## config.mk

```make
export PLATFORM = sky130hd
export DESIGN_NAME = sd_sector_responder
export DESIGN_NICKNAME = d
export VERILOG_FILES = /design/src/rtl/sd_sector_responder.sv
export SDC_FILE = /design/constraint.sdc
export NUM_CORES = 1
export LEC_CHECK = 0
export ABC_AREA = 1
export BUFFER_PORTS_ARGS = -buffer_cell sky130_fd_sc_hd__buf_4
export CORE_ASPECT_RATIO = 1.2
export CORE_MARGIN = 8
export CORE_UTILIZATION = 51
export DETAILED_ROUTE_END_ITERATION = 8
export GPL_TIMING_DRIVEN = 1
export MAX_ROUTING_LAYER = met4
export PLACE_DENSITY = 0.8
export SYNTH_ARGS = -nofsm -noshare
export SYNTH_HDL_FRONTEND = slang
export SYNTH_SLANG_ARGS = --single-unit
```

## constraint.sdc

```tcl
create_clock -name clk_sys -period 1.8 [get_ports clk_sys]
set_input_delay 0.36 -clock clk_sys [delete_from_list [all_inputs] [get_ports clk_sys]]
set_output_delay 0.36 -clock clk_sys [all_outputs]
set_load 0.01 [all_outputs]
```

## src/rtl/sd_sector_responder.sv

```systemverilog
// sd_sector_responder: target side of the sd_lba/sd_rd/sd_wr/sd_ack/sd_buff_*
// sector protocol. Each 512-byte sector moves as 256 x 16-bit words between
// the initiator buffer and a word-wide backing memory (req held until ack).
//
// Optional feature macro: SD_SECTOR_CSUM_EN (adds csum/csum_vld outputs).
//
// Ports:
//   clk_sys, reset      clock, synchronous active-high reset
//   sd_lba, sd_rd, sd_wr  sector request (sampled only in IDLE)
//   sd_ack              high for the whole sector transfer
//   sd_buff_addr/dout/wr  initiator buffer write side (reads from memory)
//   sd_buff_din         initiator buffer read data, 1-cycle RAM latency
//   mem_addr/rd/wr/wdata  backing memory request, held until mem_ack
//   mem_rdata, mem_ack  backing memory response
//   lba_err             sticky out-of-range LBA flag
//   csum, csum_vld      (SD_SECTOR_CSUM_EN) per-sector word sum and strobe
module sd_sector_responder #(
    parameter int unsigned LBA_BITS = 4,
    parameter int unsigned MEM_AW   = LBA_BITS + 8
) (
    input  logic              clk_sys,
    input  logic              reset,
    input  logic [31:0]       sd_lba,
    input  logic              sd_rd,
    input  logic              sd_wr,
    output logic              sd_ack,
    output logic [7:0]        sd_buff_addr,
    output logic [15:0]       sd_buff_dout,
    output logic              sd_buff_wr,
    input  logic [15:0]       sd_buff_din,
    output logic [MEM_AW-1:0] mem_addr,
    output logic              mem_rd,
    output logic              mem_wr,
    output logic [15:0]       mem_wdata,
    input  logic [15:0]       mem_rdata,
    input  logic              mem_ack,
    output logic              lba_err
`ifdef SD_SECTOR_CSUM_EN
    ,
    output logic [15:0]       csum,
    output logic              csum_vld
`endif
);

    typedef enum logic [3:0] {
        S_IDLE,
        S_ACCEPT,
        S_RD_REQ,
        S_RD_PUSH,
        S_WR_ADDR,
        S_WR_WAIT,
        S_WR_CAP,
        S_WR_REQ,
        S_DONE
    } state_e;

    state_e              state_q, state_d;
    logic [LBA_BITS-1:0] lba_q, lba_d;
    logic                oor_q, oor_d;
    logic                dir_wr_q, dir_wr_d;
    logic [7:0]          idx_q, idx_d;
    logic [15:0]         data_q, data_d;
    logic                sd_ack_q, sd_ack_d;
    logic [7:0]          sd_buff_addr_q, sd_buff_addr_d;
    logic [15:0]         sd_buff_dout_q, sd_buff_dout_d;
    logic                sd_buff_wr_q, sd_buff_wr_d;
    logic [MEM_AW-1:0]   mem_addr_q, mem_addr_d;
    logic                mem_rd_q, mem_rd_d;
    logic                mem_wr_q, mem_wr_d;
    logic [15:0]         mem_wdata_q, mem_wdata_d;
    logic                lba_err_q, lba_err_d;
`ifdef SD_SECTOR_CSUM_EN
    logic [15:0]         csum_q, csum_d;
    logic                csum_vld_q, csum_vld_d;
`endif

    // Next-state and registered-output logic
    always_comb begin
        state_d        = state_q;
        lba_d          = lba_q;
        oor_d          = oor_q;
        dir_wr_d       = dir_wr_q;
        idx_d          = idx_q;
        data_d         = data_q;
        sd_ack_d       = sd_ack_q;
        sd_buff_addr_d = sd_buff_addr_q;
        sd_buff_dout_d = sd_buff_dout_q;
        sd_buff_wr_d   = 1'b0;
        mem_addr_d     = mem_addr_q;
        mem_rd_d       = mem_rd_q;
        mem_wr_d       = mem_wr_q;
        mem_wdata_d    = mem_wdata_q;
        lba_err_d      = lba_err_q;
`ifdef SD_SECTOR_CSUM_EN
        csum_d         = csum_q;
        csum_vld_d     = 1'b0;
`endif
        unique case (state_q)
            S_IDLE: begin
                if (sd_rd || sd_wr) begin
                    lba_d    = sd_lba[LBA_BITS-1:0];
                    oor_d    = (sd_lba >> LBA_BITS) != 32'd0;
                    dir_wr_d = !sd_rd;  // read wins when both are raised
                    if ((sd_lba >> LBA_BITS) != 32'd0) begin
                        lba_err_d = 1'b1;
                    end
                    state_d = S_ACCEPT;
                end
            end
            S_ACCEPT: begin
                sd_ack_d = 1'b1;
                idx_d    = 8'd0;
`ifdef SD_SECTOR_CSUM_EN
                csum_d   = 16'd0;
`endif
                if (dir_wr_q) begin
                    state_d = S_WR_ADDR;
                end else begin
                    mem_addr_d = MEM_AW'({lba_q, 8'd0});
                    mem_rd_d   = !oor_q;
                    state_d    = S_RD_REQ;
                end
            end
            S_RD_REQ: begin
                // Out-of-range sectors read as zero without touching memory
                if (oor_q) begin
                    data_d  = 16'd0;
                    state_d = S_RD_PUSH;
                end else if (mem_ack && mem_rd_q) begin
                    data_d   = mem_rdata;
                    mem_rd_d = 1'b0;
                    state_d  = S_RD_PUSH;
                end
            end
            S_RD_PUSH: begin
                sd_buff_addr_d = idx_q;
                sd_buff_dout_d = data_q;
                sd_buff_wr_d   = 1'b1;
`ifdef SD_SECTOR_CSUM_EN
                csum_d         = csum_q + data_q;
`endif
                if (idx_q == 8'hFF) begin
                    state_d = S_DONE;
`ifdef SD_SECTOR_CSUM_EN
                    csum_vld_d = 1'b1;
`endif
                end else begin
                    idx_d      = idx_q + 8'd1;
                    mem_addr_d = MEM_AW'({lba_q, idx_q + 8'd1});
                    mem_rd_d   = !oor_q;
                    state_d    = S_RD_REQ;
                end
            end
            S_WR_ADDR: begin
                sd_buff_addr_d = idx_q;
                state_d        = S_WR_WAIT;
            end
            S_WR_WAIT: begin
                // Buffer RAM registers the address on this edge
                state_d = S_WR_CAP;
            end
            S_WR_CAP: begin
                mem_wdata_d = sd_buff_din;
                mem_addr_d  = MEM_AW'({lba_q, idx_q});
                mem_wr_d    = !oor_q;
`ifdef SD_SECTOR_CSUM_EN
                csum_d      = csum_q + sd_buff_din;
`endif
                state_d     = S_WR_REQ;
            end
            S_WR_REQ: begin
                if (oor_q || (mem_ack && mem_wr_q)) begin
                    mem_wr_d = 1'b0;
                    if (idx_q == 8'hFF) begin
                        state_d = S_DONE;
`ifdef SD_SECTOR_CSUM_EN
                        csum_vld_d = 1'b1;
`endif
                    end else begin
                        idx_d   = idx_q + 8'd1;
                        state_d = S_WR_ADDR;
                    end
                end
            end
            S_DONE: begin
                sd_ack_d       = 1'b0;
                sd_buff_addr_d = 8'd0;
                state_d        = S_IDLE;
            end
            default: begin
                state_d = S_IDLE;
            end
        endcase
    end

    // State and output registers
    always_ff @(posedge clk_sys) begin
        if (reset) begin
            state_q        <= S_IDLE;
            lba_q          <= '0;
            oor_q          <= 1'b0;
            dir_wr_q       <= 1'b0;
            idx_q          <= 8'd0;
            data_q         <= 16'd0;
            sd_ack_q       <= 1'b0;
            sd_buff_addr_q <= 8'd0;
            sd_buff_dout_q <= 16'd0;
            sd_buff_wr_q   <= 1'b0;
            mem_addr_q     <= '0;
            mem_rd_q       <= 1'b0;
            mem_wr_q       <= 1'b0;
            mem_wdata_q    <= 16'd0;
            lba_err_q      <= 1'b0;
`ifdef SD_SECTOR_CSUM_EN
            csum_q         <= 16'd0;
            csum_vld_q     <= 1'b0;
`endif
        end else begin
            state_q        <= state_d;
            lba_q          <= lba_d;
            oor_q          <= oor_d;
            dir_wr_q       <= dir_wr_d;
            idx_q          <= idx_d;
            data_q         <= data_d;
            sd_ack_q       <= sd_ack_d;
            sd_buff_addr_q <= sd_buff_addr_d;
            sd_buff_dout_q <= sd_buff_dout_d;
            sd_buff_wr_q   <= sd_buff_wr_d;
            mem_addr_q     <= mem_addr_d;
            mem_rd_q       <= mem_rd_d;
            mem_wr_q       <= mem_wr_d;
            mem_wdata_q    <= mem_wdata_d;
            lba_err_q      <= lba_err_d;
`ifdef SD_SECTOR_CSUM_EN
            csum_q         <= csum_d;
            csum_vld_q     <= csum_vld_d;
`endif
        end
    end

    assign sd_ack       = sd_ack_q;
    assign sd_buff_addr = sd_buff_addr_q;
    assign sd_buff_dout = sd_buff_dout_q;
    assign sd_buff_wr   = sd_buff_wr_q;
    assign mem_addr     = mem_addr_q;
    assign mem_rd       = mem_rd_q;
    assign mem_wr       = mem_wr_q;
    assign mem_wdata    = mem_wdata_q;
    assign lba_err      = lba_err_q;
`ifdef SD_SECTOR_CSUM_EN
    assign csum         = csum_q;
    assign csum_vld     = csum_vld_q;
`endif

endmodule
```

==> flow_summary.toml <==
[yosys]
synth-seq-cells = 91
synth_area_leaders = "dfxtp_1, nor2_1, o21ai_0"
yosys_warnings = 0
synth_nets = 627
synth_top_cell_by_area = "dfxtp_1"
netlist.area_leader.share = 0.455
synthFlopType = "dfxtp_1"
synth_edf_count = 0
avgSynthCellArea_sq_um = 7.18
synth_cell_types = 33
synth_cells = 557
ys_seq_area_frac = 0.455
async_flop_share = 0
syn_area_sq_um = 4000

[sta]
fin_crit_sh = 0.922
finalHoldViolCount = 0
rsz0062_at_grt = "no"
setup_viol_count_final = 0
period_needed_ps = 1660
fmax_mhz = 603
relSlewSlack = 0.582
tns_ps = 0
worstMarginPinSlew_ps = 622
drv_slew = 0
skew_ps = 14.4
whs_ps = 240

[final_layout]
layout_common_cells = "buf_4, nor2_1, dfxtp_1, nand2_1, o21ai_0"
fill_cells = 672
nets = 750
layout_commonest_cell = "buf_4"
utilization = 0.679
diodes = 0
syn_to_final_growth_pct = 30.1
final_layout_size_suffix_gt1_frac = 0.277

[setup_path]
critPathMostFrequentCell = "nor2_1"
crit_start = "state_q[3]"
cp_slowest_cell = "dfxtp_1"
cp-start-kind = "register"
cp_max_fo = 17
cpPeakStageDelay_ps = 400
cp.arrival_ps = 1930
r2r_start = "state_q[3]"
crit_path_cell_trace = "inv_2 -> nand2_4 -> nor2_4 -> inv_1 -> buf_4 -> nor2_1 -> nor2_1"
path_class = "register to register"
cp-end-kind = "register"
critPathRequiredTime_ps = 2070

[power_and_ir_drop]
netSwitchingFraction = 0.367
p_comb_frac = 0.334
p_per_area_nw_per_um2 = 1090
internal-power_uw = 3580
switchingPower_uw = 2070
p_seq_frac = 0.441
static-leakage-power_uw = 0.00231
p_clk_frac = 0.225
vdd_ir_drop_max_mv = 0.634

[die]
core_sq_um = 7660
pin_count = 126
die_y_microns = 113
start_util = 0.522
die_x_microns = 96.8
fp-row-count = 35
die_area_sq_um = 10900

[placement]
io_buffer_count = 125
place_hpwl_microns = 8210
gp_congestion = 0.913

[clock_tree]
ctsLongestPathBuffers = 2
clk-insertion-delay-late_ps = 370
cts_buffers = 9
postCtsSetupBuffers = 0
cts_resized = 0
hold_buffers = 0
cts_tree = "built"
root_buffer = "clkbuf_8"
clock_sinks = 91
path_clk_slew_ps = 100
h-tree-depth = 3

[global_route]
grt_pass1_vias = 3927
grt_pass1_wl_microns = 17600
antenna_found_initial = 0
gr-usage-all-layers = 0.196
grt_max_degree = 25
grt-ovfl-total = 0

[worst_hold_path]
hp-class = "input port to register"
min_from = "sd_buff_din[0]"

[route]
route.detailed.drc = 0
firstDrtPassIters = 5
routed_wl_microns = 10800
final_antenna_net_count = 0
drtIter0Drc = 187
wl_per_cell_microns = 13.9
via_count = 4027
vias_per_cell = 5.18

[flow_run]
max-cap-violations = 0

[run_status]
status = "finished, final reports clean"
-- logic make-up after synthesis --
group,count (synthesis),synth area share
simple gates,267,0.291
buf+inv,74,0.0820
xor+xnor,1,0.00219
flops,91,0.455
compound gates,123,0.167
fa+ha+maj,1,0.00313
-- final cells by class --
type	count	area (sq um)	share of cell area
inverters	47	180	0.0346
flip-flops and latches	91	1820	0.350
repair buffers	138	1040	0.199
clock buffers	10	128	0.0245
well taps	92	115	0.0221
clock inverters	6	48.8	0.00938
multi-input cells	393	1870	0.360
-- path summary, 6_finish.rpt --
kind / depth (start not counted) / to / slack [ps]
min reg2reg: 2 / sd_buff_addr[0] / 450
min: 3 / mem_wdata[0] / 240
max reg2reg: 7 / sd_buff_dout[15] / 140
max: 7 / sd_buff_dout[15] / 140
-- power groups by stage --
stage	clock, uW	combinational, uW	sequential, uW
finish	1270	1890	2490
global route	1380	2120	2530
CTS	1300	1870	2490
detailed placement	0	1860	2540
global placement	0	1820	2520
floorplan	0	1140	2600
-- routing by layer --
layer  track usage  part of all wire
met1         0.199              0.40
met5             -                 0
met2         0.360              0.55
met4        0.0915             0.020
met3        0.0329             0.038
-- synthesized netlist by cell type (3+ instances only) --
| cell type | n |
|---|---|
| a21oi_1 | 43 |
| o21ai_1 | 3 |
| a21oi_2 | 4 |
| nand2_2 | 8 |
| nor2_1 | 126 |
| nand2_1 | 84 |
| clkbuf_1 | 11 |
| nor2_2 | 6 |
| nand4_1 | 7 |
| dfxtp_1 | 91 |
| buf_2 | 10 |
| inv_1 | 44 |
| inv_2 | 3 |
| o21ai_0 | 64 |
| nor2_4 | 3 |
| buf_4 | 3 |
| nand3_1 | 26 |
-- through the flow --
stage / cells / total power, uW / setup slack, ps / instance area (sq um)
finish: 777 / 5650 / 141 / 5200
floorplan: 557 / 3750 / 353 / 4000
global placement: 760 / 4340 / 170 / 5000
detailed placement: 760 / 4390 / 114 / 5000
CTS: 776 / 5650 / 93.8 / 5180
global route: 777 / 6030 / 1.51 / 5200
-- worst max-delay path, delay by kind of cell, from the launching register on --
kind / cells / cell delay [ps]
AND/OR/NAND/NOR: 4 / 570
flip-flops: 1 / 400
buffers and inverters: 3 / 600
-- flip-flops by register name (all words and copies together), names as in the netlist, 4 cells and up --
| name | flops |
|---|---|
| sd_buff_addr | 8 |
| mem_addr | 12 |
| idx_q | 8 |
| lba_q | 4 |
| mem_wdata | 16 |
| data_q | 16 |
| state_q | 4 |
| sd_buff_dout | 16 |
Power figures use the tool's default switching activity.
